`src/rtl/load_store_unit.sv`:
```
// Load/store unit: splits one load/store command into big-endian
// byte transfers over a req/ack link and reassembles load results.
module load_store_unit #(
  parameter int MEM_AW = 8
) (
  input  logic              clk,
  input  logic              rst_n,
  input  logic              start,
  input  logic [5:0]        opcode,
  input  logic [31:0]       addr,
  input  logic [31:0]       store_data,
  output logic              busy,
  output logic              done,
  output logic [31:0]       load_data,
  output logic              misalign,
  output logic              mem_req,
  output logic              mem_we,
  output logic [MEM_AW-1:0] mem_addr,
  output logic [7:0]        mem_wdata,
  input  logic [7:0]        mem_rdata,
  input  logic              mem_ack
);

  localparam logic [5:0] OP_LB  = 6'b100000;
  localparam logic [5:0] OP_LH  = 6'b100001;
  localparam logic [5:0] OP_LW  = 6'b100011;
  localparam logic [5:0] OP_LBU = 6'b100100;
  localparam logic [5:0] OP_LHU = 6'b100101;
  localparam logic [5:0] OP_SB  = 6'b101000;
  localparam logic [5:0] OP_SH  = 6'b101001;
  localparam logic [5:0] OP_SW  = 6'b101011;

  typedef enum logic [1:0] {
    IDLE = 2'd0,
    XFER = 2'd1,
    DONE = 2'd2
  } state_e;

  state_e            state_q, state_d;
  logic              store_q, store_d;
  logic              sign_q, sign_d;
  logic [2:0]        n_q, n_d;
  logic [1:0]        k_q, k_d;
  logic [MEM_AW-1:0] addr_q, addr_d;
  logic [31:0]       wsh_q, wsh_d;
  logic [23:0]       acc_q, acc_d;
  logic [31:0]       ld_q, ld_d;
  logic              mis_q, mis_d;

  logic              dec_legal;
  logic              dec_store;
  logic              dec_sign;
  logic [2:0]        dec_n;
  logic              dec_align;
  logic              last;
  logic [31:0]       ld_ext;
  logic              unused_addr;

  assign unused_addr = ^addr[31:MEM_AW];

  // Opcode decode: legality, direction, extension and byte count
  always_comb begin
    dec_legal = 1'b1;
    dec_store = 1'b0;
    dec_sign  = 1'b0;
    dec_n     = 3'd1;
    case (opcode)
      OP_LB: dec_sign = 1'b1;
      OP_LH: begin
        dec_sign = 1'b1;
        dec_n    = 3'd2;
      end
      OP_LW:  dec_n = 3'd4;
      OP_LBU: dec_n = 3'd1;
      OP_LHU: dec_n = 3'd2;
      OP_SB:  dec_store = 1'b1;
      OP_SH: begin
        dec_store = 1'b1;
        dec_n     = 3'd2;
      end
      OP_SW: begin
        dec_store = 1'b1;
        dec_n     = 3'd4;
      end
      default: dec_legal = 1'b0;
    endcase
    dec_align = 1'b1;
    if (dec_n == 3'd2) dec_align = ~addr[0];
    if (dec_n == 3'd4) dec_align = (addr[1:0] == 2'b00);
  end

  assign last = ({1'b0, k_q} == (n_q - 3'd1));

  // Final byte joins the accumulator; extend to 32 bits by size/sign
  always_comb begin
    ld_ext = {acc_q, mem_rdata};
    case (n_q)
      3'd1: ld_ext = {{24{sign_q & mem_rdata[7]}}, mem_rdata};
      3'd2: ld_ext = {{16{sign_q & acc_q[7]}}, acc_q[7:0], mem_rdata};
      default: ld_ext = {acc_q, mem_rdata};
    endcase
  end

  // Next-state logic for the command sequencer
  always_comb begin
    state_d = state_q;
    store_d = store_q;
    sign_d  = sign_q;
    n_d     = n_q;
    k_d     = k_q;
    addr_d  = addr_q;
    wsh_d   = wsh_q;
    acc_d   = acc_q;
    ld_d    = ld_q;
    mis_d   = mis_q;
    unique case (state_q)
      IDLE: begin
        if (start) begin
          store_d = dec_store;
          sign_d  = dec_sign;
          n_d     = dec_n;
          k_d     = 2'd0;
          addr_d  = addr[MEM_AW-1:0];
          acc_d   = 24'h0;
          wsh_d   = 32'h0;
          if (dec_store) begin
            case (dec_n)
              3'd1: wsh_d = {store_data[7:0], 24'h0};
              3'd2: wsh_d = {store_data[15:0], 16'h0};
              default: wsh_d = store_data;
            endcase
          end
          if (dec_legal && dec_align) begin
            mis_d   = 1'b0;
            state_d = XFER;
          end else begin
            mis_d   = 1'b1;
            state_d = DONE;
          end
        end
      end
      XFER: begin
        if (mem_ack) begin
          if (last) begin
            state_d = DONE;
            if (!store_q) ld_d = ld_ext;
          end else begin
            k_d    = k_q + 2'd1;
            addr_d = addr_q + {{(MEM_AW-1){1'b0}}, 1'b1};
            wsh_d  = {wsh_q[23:0], 8'h0};
            acc_d  = {acc_q[15:0], mem_rdata};
          end
        end
      end
      DONE: state_d = IDLE;
      default: state_d = IDLE;
    endcase
  end

  // State and datapath registers; reset abandons any transfer
  always_ff @(posedge clk or negedge rst_n) begin
    if (!rst_n) begin
      state_q <= IDLE;
      store_q <= 1'b0;
      sign_q  <= 1'b0;
      n_q     <= 3'd1;
      k_q     <= 2'd0;
      addr_q  <= '0;
      wsh_q   <= 32'h0;
      acc_q   <= 24'h0;
      ld_q    <= 32'h0;
      mis_q   <= 1'b0;
    end else begin
      state_q <= state_d;
      store_q <= store_d;
      sign_q  <= sign_d;
      n_q     <= n_d;
      k_q     <= k_d;
      addr_q  <= addr_d;
      wsh_q   <= wsh_d;
      acc_q   <= acc_d;
      ld_q    <= ld_d;
      mis_q   <= mis_d;
    end
  end

  assign busy      = (state_q != IDLE);
  assign done      = (state_q == DONE);
  assign mem_req   = (state_q == XFER);
  assign mem_we    = mem_req & store_q;
  assign mem_addr  = addr_q;
  assign mem_wdata = wsh_q[31:24];
  assign load_data = ld_q;
  assign misalign  = mis_q;

endmodule

```
`config.mk`:
```
export PLATFORM = sky130hd
export DESIGN_NAME = load_store_unit
export DESIGN_NICKNAME = d
export VERILOG_FILES = /design/src/rtl/load_store_unit.sv
export SDC_FILE = /design/constraint.sdc
export NUM_CORES = 1
export LEC_CHECK = 0
export CAP_MARGIN = 20
export CORE_MARGIN = 5
export CORE_UTILIZATION = 45
export CTS_CLUSTER_DIAMETER = 60
export DETAILED_ROUTE_END_ITERATION = 8
export PLACE_DENSITY = 0.78
export SLEW_MARGIN = 20
export SYNTH_ARGS = -nofsm -noshare
export SYNTH_HDL_FRONTEND = slang
export SYNTH_SLANG_ARGS = --single-unit
```
`constraint.sdc`:
```
create_clock -name clk -period 4.7 [get_ports clk]
set_input_delay 0.47 -clock clk [delete_from_list [all_inputs] [get_ports clk]]
set_output_delay 0.47 -clock clk [all_outputs]
set_load 0.01 [all_outputs]
```
Yosys cells after proc, flatten, opt, wreduce, memory -nomap -nowiden
Cells that the tools add are included.
Widths: inputs -> output; s select.
{"block": "totals", "out_inout_bits": 53, "inputBits": 82, "word_cells": 83, "ff_bits": 106}
{"block": "op_classes", "add_sub_neg": 3, "n_reduce_logical": 14, "muxes": 31, "bitwise": 5, "n_eq_ne": 20}
{"cell": "$pmux 32 s2", "n": 3}
{"cell": "$mux 32", "n": 4}
{"cell": "$mux 24", "n": 3}
{"cell": "$eq 6x6->1 const B", "n": 8}
{"cell": "$pmux 24 s2", "n": 1}
{"cell": "$mux 8", "n": 3}
{"cell": "$pmux 8 s2", "n": 1}
{"cell": "$mux 2", "n": 7}
{"cell": "$add 8x1->8 const B", "n": 1}
{"cell": "$pmux 2 s2", "n": 2}
{"cell": "$reduce_and 4->1", "n": 2}
{"cell": "$reduce_or 8->1", "n": 1}
{"cell": "$eq 3x1->1 const B", "n": 2}
{"cell": "$eq 3x2->1 const B", "n": 2}
{"cell": "$mux 1", "n": 6}
{"cell": "$pmux 3 s2", "n": 1}
{"cell": "$reduce_or 3->1", "n": 2}
{"cell": "$logic_not 2->1", "n": 2}
{"cell": "$ne 2x1->1 const B", "n": 2}
{"cell": "$ne 2x2->1 const B", "n": 2}
{"cell": "$reduce_bool 2->1", "n": 2}
{"cell": "$reduce_or 2->1", "n": 2}
{"cell": "$and 1x1->1", "n": 3}
{"cell": "$eq 2x3->1", "n": 1}
{"cell": "other kinds (9)", "n": 10}

Longest topological paths before layout
Gate-level depths: netlist of the first run.
{"block": "logic_depth", "depth_word": 10, "mapped_depth": 8}

Worst setup path after synthesis of the first run
Ideal clock, no wire load.
{"block": "synth_timing", "kind": "reg-to-reg", "startpoint": "register n_q[0]", "endpoint": "register ld_q[2] (netlist: load_data[2])", "path_slack_ps": 2399, "path_buffers": 1, "synth_period_minus_slack_ps": 2301, "path_stages_with_launch": 8, "setup_time_ps": 125, "arrival_ps": 2176, "cell_sequence": "dfstp_2 > inv_1 > ha_1 > xor2_1 > nand3_2 > nor3_4 > buf_4 > mux2_2"}
{"block": "synth_via", "elab_chain_cells": 3}
{"item": "start: declaration", "line_no": "42", "source": "logic [2:0] n_q, n_d;"}
{"item": "start signal: assignment", "line_no": "177", "source": "n_q <= n_d;"}
{"item": "$sub 3x1->3", "line_no": "92", "source": "assign last = ({1'b0, k_q} == (n_q - 3'd1));"}
{"item": "$eq 2x3->1", "line_no": "92"}
{"item": "$reduce_and 4->1 (no line)"}
{"item": "end signal: assignment", "line_no": "182", "source": "ld_q <= ld_d;"}
{"item": "end: declaration", "line_no": "47", "source": "logic [31:0] ld_q, ld_d;"}
No other way between the ends.
A chain may end at the register's enable or synchronous reset.

Worst setup path after layout of the first run
{"block": "layout_timing", "startpoint": "register n_q[0]", "endpoint": "register ld_q[21] (netlist: load_data[21])"}
{"block": "layout_via", "elab_chain_cells": 3, "word_cells_on_any_way": 6, "classes_between": "add/sub: 1; eq/ne: 3; mux: 1; reduce/logical: 1"}
{"item": "$sub 3x1->3", "line_no": "92"}
{"item": "$eq 2x3->1", "line_no": "92"}
{"item": "$reduce_and 4->1 (no line)"}
Parallel ways exist; a longest one is shown, timed or not.

==> results.md, run 1 <==
- Post-CTS setup buffer count: 0
- Synth top area share: 51.8%
- GP Congestion: 0.786
- YS warnings: 0
- Max VDD drop: 0.210 mV
- Register area: between 0.002 and 0.003 sq mm
- Synthesized net count: 552
- Terminus of the critical flop-to-flop path: load_data[21]
- Area Growth Syn to Fin: 29.1%
- CP peak stage delay: 0.84 ns
- Hold Crit Class: input port to async pin
- First-pass GRT wire length: 20400 microns
- #FFs+latches synth: 106
- Post-CTS Hold Buffers: 0
- Worst slew pin tran: 0.957 ns
- Synth area leaders: dfrtp_1 (52%), mux2_2 (5.8%), a22o_1 (5.2%)
- Bufs on Longest Clock Path: 2
- Sequential share of the synthesized area: between 50 and 60%
- Row Count: 38
- Cells after Synth: between 400 and 500
- Nature of the critical path endpoint: flip-flop
- Tcrit/Tclk final: between 60% and 70%
- Pins Over Slew Limit: 0
- Synth area leader: dfrtp_1
- Total grt overflow: 0
- PostCTS Resize Cnt: 0
- FF-to-FF path depth: 7
- Residual DRC: 0
- CTS Buf Count: 9
- Largest net degree at the start of global routing: 62
- Core area: 0.0109 sq mm
- Initial antenna violation count: 0
- Post-synth EDFFs: 0
- CTS Sinks: 106
- HPWL after detailed placement: 8620 microns
- Total wire length after detailed routing: 12600 microns
- Router iterations before antenna repair: 5
- Post-Route Setup TNS: 0 ns
- Multi-input gate area: 0.00210 sq mm
- Reg clk slew, reported paths: about 0.070 ns
- Root buf cell: clkbuf_16
- Layout Skew: 0.00881 ns
- Global Route Usage Sum: roughly a fifth
- I/O pins: between 100 and 150
- Die ar.: around 0.013 sq mm
- Die Ht: 116 microns
- Layout cells sized above 1: 11.2%
- R2R setup slack: 1.60 ns
- Antenna Nets Post-Route: 0
- Vias in the first global route: between 4000 and 5000
- Diodes inserted: 0
- Slowest CP cell: nor3_4
- CP Class: flip-flop to flip-flop
- Fillers: about 940
- Mapped Area: a little over 0.005 sq mm
- Cell chain of the critical path: inv_1 -> ha_1 -> xor2_1 -> nand3_2 -> nor3_4 -> buf_4 -> mux2i_1
- Avg Cell Area, Syn: between 10 and 15 sq um
- Chip Width: 116 microns
- CP Launch Type: flip-flop
- Final Hold Viols: 0
- Drt wl/cell: 18.0 microns
- Slew margin rel.: 36.0%
- RSZ-0062 raised after global routing: no
- Status: completed
- TritonCTS clock tree: done
- Synth top cells by count: dfrtp_1 (105), nand2_1 (51), inv_1 (36)
- Final setup viols: 0
- Skew-Pair Late Insertion Delay: approximately 0.34 ns
- Crit path max fanout: 19
- Port bufs: 110
- Distinct cells, synth: 58
- WHS: 0.186 ns
- H-Tree Depth: 3
- Max-cap violations: 0
- Minimum clock period after layout: approximately 3.1 ns
- Initial DRC count: 254
- Power Density: slightly below 400 mW/mm^2
- Synth async-reset ratio: between 90% and 100%
- Fmax: 323 MHz
- CP required: roughly 5 ns
- Final net count: 642
- Most common cell in the netlist: dfrtp_1
- P_leak: around 2.8 nW
- Crit path DAT: around 3.4 ns
- Initial Utilization: 46.4%
- Primary FF master, synth: dfrtp_1
- RR Startpoint: n_q[0]
- Vias per cell: 5.72
- Vias: 4008
==> sequential cells by signal, summed over array words and instances (netlist names) <==
signal / cells
n_q: 3
state_q: 2
k_q: 2
sign_q: 1
load_data: 32
misalign: 1
mem_addr: 8
acc_q: 24
wsh_q: 32
store_q: 1
==> worst max path at each step <==
stage | start | to
4_1_cts | n_q[0] | load_data[21]
3_5_place_dp | n_q[0] | load_data[21]
3_3_place_gp | n_q[0] | load_data[21]
2_1_floorplan | n_q[0] | load_data[2]
5_1_grt | n_q[0] | load_data[25]
6_report | n_q[0] | load_data[21]
==> layer usage <==
metal | up-vias | GRT usage (%) | wire length, microns
met1 | 1988 | 25.4 | 5510
li1 | 1872 | - | -
met3 | 25 | 2.49 | 582
met4 | 0 | 7.58 | 242
met2 | 123 | 31.9 | 6300
met5 | - | 0 | 0
==> area by class of cell <==
| class | count | area share [%] |
|---|---|---|
| clock buffers | 10 | 3.50 |
| clock inverters | 6 | 1.49 |
| inverters | 37 | 2.12 |
| multi-input cells | 287 | 32.0 |
| flip-flops and latches | 106 | 40.5 |
| well taps | 140 | 2.68 |
| repair buffers | 115 | 17.7 |
==> kinds of logic after synthesis <==
group,count (synthesis),synth area share (%)
flops,106,52.3
mux,45,9.54
fa+ha+maj,4,0.986
simple gates,97,9.99
xor+xnor,3,0.666
compound gates,138,19.7
buf+inv,73,6.83
==> cells in the final DEF, fill, tap and decap left out, types with 3 or more instances in the layout <==
cell             instances
clkdlybuf4s50_1        109
dfrtp_1                105
nand2_1                 51
inv_1                   36
a22o_1                  30
mux2_2                  26
a21oi_1                 25
o21ai_0                 23
mux2i_1                 18
o221ai_1                14
a22oi_1                  9
clkbuf_16                9
nor2_1                   8
a222oi_1                 8
nand3_1                  7
o31ai_1                  5
buf_4                    5
nand2b_1                 4
a31oi_1                  4
ha_1                     4
nor2_2                   3
a21o_1                   3
nor3_1                   3
a211oi_1                 3
==> report_power, final <==
part           internal [mW]  leakage (nW)  total, mW  switching [mW]
sequential              1.02          1.41       1.10          0.0795
clock                  0.475         0.159      0.821           0.346
combinational          0.321          1.25      0.595           0.274
==> worst max-delay path, delay by kind of cell (launching register included) <==
kind	cells	cell delay [ns]
adder cells (fa/ha/maj)	1	0.31
flip-flops	1	0.57
AND/OR/NAND/NOR	2	1.09
XOR/XNOR	1	0.39
buffers and inverters	2	0.41
multiplexers	1	0.24
==> through the flow <==
step / total power [mW] / cells / utilization, % / worst slack, ns / cell area (sq um)
6_report: 2.52 / 701 / 59.9 / 1.60 / 6550
2_1_floorplan: 1.37 / 466 / - / 2.40 / 5070
5_1_grt: 2.64 / 701 / 59.9 / 1.42 / 6550
3_5_place_dp: 1.72 / 684 / 56.6 / 1.57 / 6180
4_1_cts: 2.54 / 700 / 59.5 / 1.55 / 6510
3_3_place_gp: 1.70 / 684 / 56.6 / 1.66 / 6180
No activity file was read; power rests on OpenSTA's default activity.
==> inputs of run 2 (changes only) <==
- clock period: 4.7 -> 3.2 ns (I/O delays scaled with it)
==> results.md, run 2 (same netlist as run 1, synthesis figures left out) <==
- Router iterations before antenna repair: 6 (+1)
- Diodes inserted: 0 (unchanged)
- Int Power: 2.52 mW (+38%)
- I/O pins: 135 (unchanged)
- Port bufs: 110 (unchanged)
- Largest net degree at the start of global routing: 90 (+45%)
- Power Density: 537 mW/mm^2 (+40%)
- Chip Width: 116 microns (unchanged)
- First-pass GRT wire length: 20100 microns (-1.4%)
- Residual DRC: 0 (unchanged)
- Net Switching: 1.01 mW (+44%)
- CTS Sinks: 106 (unchanged)
- Met3 wire length: 679 microns (+17%)
- Post-CTS setup buffer count: 0 (unchanged)
- CP peak stage delay: 0.57 ns (-0.27 ns)
- Status: completed
- Final net count: 650 (+1.2%)
- Clock power share: 29.0% (-3.6 points)
- H-Tree Depth: 3 (unchanged)
- Reg clk slew, reported paths: 0.07 ns (about the same)
- TritonCTS clock tree: done
- Post-CTS Hold Buffers: 0 (unchanged)
- Die ar.: 0.0135 sq mm (unchanged)
- Initial antenna violation count: 0 (unchanged)
- Die Ht: 116 microns (unchanged)
- PostCTS Resize Cnt: 0 (unchanged)
- Skew-Pair Late Insertion Delay: 0.34 ns (about the same)
- DR top layer: met4
- Drt wl/cell: 17.2 microns (-4.5%)
- Gate power share: 24.9% (+1.3 points)
- Commonest non-fill, non-tap cells in the layout: clkdlybuf4s50_1 (109), dfrtp_1 (105), nand2_1 (51), inv_1 (36), a22o_1 (30)
- Sequential power share: 46.1% (+2.3 points)
- Total grt overflow: 0 (unchanged)
- CP required: 3.42 ns (-1.54 ns)
- Max-cap violations: 0 (unchanged)
- Antenna Nets Post-Route: 0 (unchanged)
- Routed wl met2: 6360 microns (+0.92%)
- Pins Over Slew Limit: 0 (unchanged)
- Worst slew pin tran: 1.13 ns (+0.174 ns)
- Vias in the first global route: 4139 (+1.5%)
- GP Congestion: 0.777 (-1.0%)
- CTS Buf Count: 9 (unchanged)
- Crit path max fanout: 32 (+13)
- Vias per cell: 5.71 (-0.19%)
- Fmax: 379 MHz (+17%)
- Cell chain of the critical path: inv_1 -> ha_1 -> xor2_1 -> nand3_2 -> nor3_4 -> buf_12 -> mux2_2
- Sw frac: 28.6% (+0.80 points)
- Final setup viols: 0 (unchanged)
- Crit path DAT: 2.87 ns (-0.49 ns)
- Hold Crit Class: input port to async pin
- Initial DRC count: 246 (-3.1%)
- Core area: 0.0109 sq mm (unchanged)
- Met1 wire length: 4970 microns (-9.9%)
- Bufs on Longest Clock Path: 2 (unchanged)
- Global Route Usage Sum: 18.5% (-0.59 points)
- P_leak: 2.83 nW (+0.43%)
- RSZ-0062 raised after global routing: no
- Leading cell type in the layout, fill and taps excluded: clkdlybuf4s50_1
- DP Cell Count: 692 (+1.2%)
- Area Growth Syn to Fin: 29.4%
- Root buf cell: clkbuf_16
- WHS: 0.0334 ns (-0.152 ns)
- Layout Skew: 0.00951 ns (+0.000699 ns)
- Final Non-Filler Cells: 709 (+1.1%)
- Layout cells sized above 1: 12.1% (+0.90 points)
- Slew margin rel.: 24.3% (-12 points)
- HPWL after detailed placement: 8660 microns (+0.43%)
- Final Hold Viols: 0 (unchanged)
- Nature of the critical path endpoint: flip-flop
- Slowest CP cell: dfstp_2
- CP Launch Type: flip-flop
- Total wire length after detailed routing: 12200 microns (-3.4%)
- CP Class: flip-flop to flip-flop
- Post-Route Setup TNS: 0 ns (unchanged)
- Vias: 4046 (+0.95%)
- Max VDD drop: 0.242 mV (+16%)
- Tcrit/Tclk final: 82.5% (+17 points)
- Initial Utilization: 46.4% (unchanged)
- Minimum clock period after layout: 2.64 ns (-0.458 ns)
- Row Count: 38 (unchanged)
run 2: cell types whose count changed in the layout (fill, tap and decap cells not counted):
cell	before	now
buf_12	0	1
buf_4	5	11
buf_6	0	1
bufinv_16	2	0
clkbuf_1	1	0
clkinv_2	0	2
clkinv_4	2	0
clkinvlp_4	0	2
inv_6	1	3
inv_8	1	0
nor2_1	8	10
nor2_2	3	1
o21bai_1	1	2
o21bai_2	1	0
run 2: final cells by class:
type                    instances  area [sq um]
clock inverters                 7          51.3
flip-flops and latches        106          2650
fillers                       945          4370
well taps                     140           175
clock buffers                   9           225
multi-input cells             287          2090
inverters                      37           139
repair buffers                123          1230
run 2: layer usage:
layer  track usage (%)  vias to the layer above
met5                 0                        -
met3              3.01                       16
met1              23.3                     2010
met4              6.19                        0
met2              32.5                      131
li1                  -                     1889
run 2: worst max-delay path, delay by kind of cell (launching register included):
| kind | cells | cell delay [ns] |
|---|---|---|
| AND/OR/NAND/NOR | 2 | 0.53 |
| adder cells (fa/ha/maj) | 1 | 0.31 |
| buffers and inverters | 2 | 0.32 |
| multiplexers | 1 | 0.37 |
| XOR/XNOR | 1 | 0.40 |
| flip-flops | 1 | 0.57 |
run 2: per-stage QoR:
step                area [sq um]  setup WS [ns]  util [%]  power (mW)
floorplan                   5070          0.899         -        2.01
global placement            6260          0.628      57.2        2.51
detailed placement          6260          0.571      57.2        2.54
CTS                         6530          0.555      59.7        3.57
global route                6570          0.426      60.0        3.71
finish                      6570          0.559      60.0        3.53
run 2: power groups by stage:
| stage | Clock, mW | Sequential (mW) | Combinational [mW] |
|---|---|---|---|
| floorplan | 0 | 1.70 | 0.307 |
| global placement | 0 | 1.64 | 0.871 |
| detailed placement | 0 | 1.65 | 0.889 |
| CTS | 1.05 | 1.63 | 0.893 |
| global route | 1.11 | 1.65 | 0.952 |
| finish | 1.02 | 1.62 | 0.879 |
run 2: final timing paths:
check / from / to / slack [ns] / depth (start not counted)
hold / removal: rst_n / wsh_q[29] / 0.03 / 1
max in group asynchronous: rst_n / acc_q[22] / 2.50 / 2
setup / recovery: n_q[0] / load_data[6] / 0.56 / 7
min in group clk: wsh_q[15] / wsh_q[23] / 0.48 / 2
hold reg to reg: wsh_q[15] / wsh_q[23] / 0.48 / 2
setup reg to reg: n_q[0] / load_data[6] / 0.56 / 7
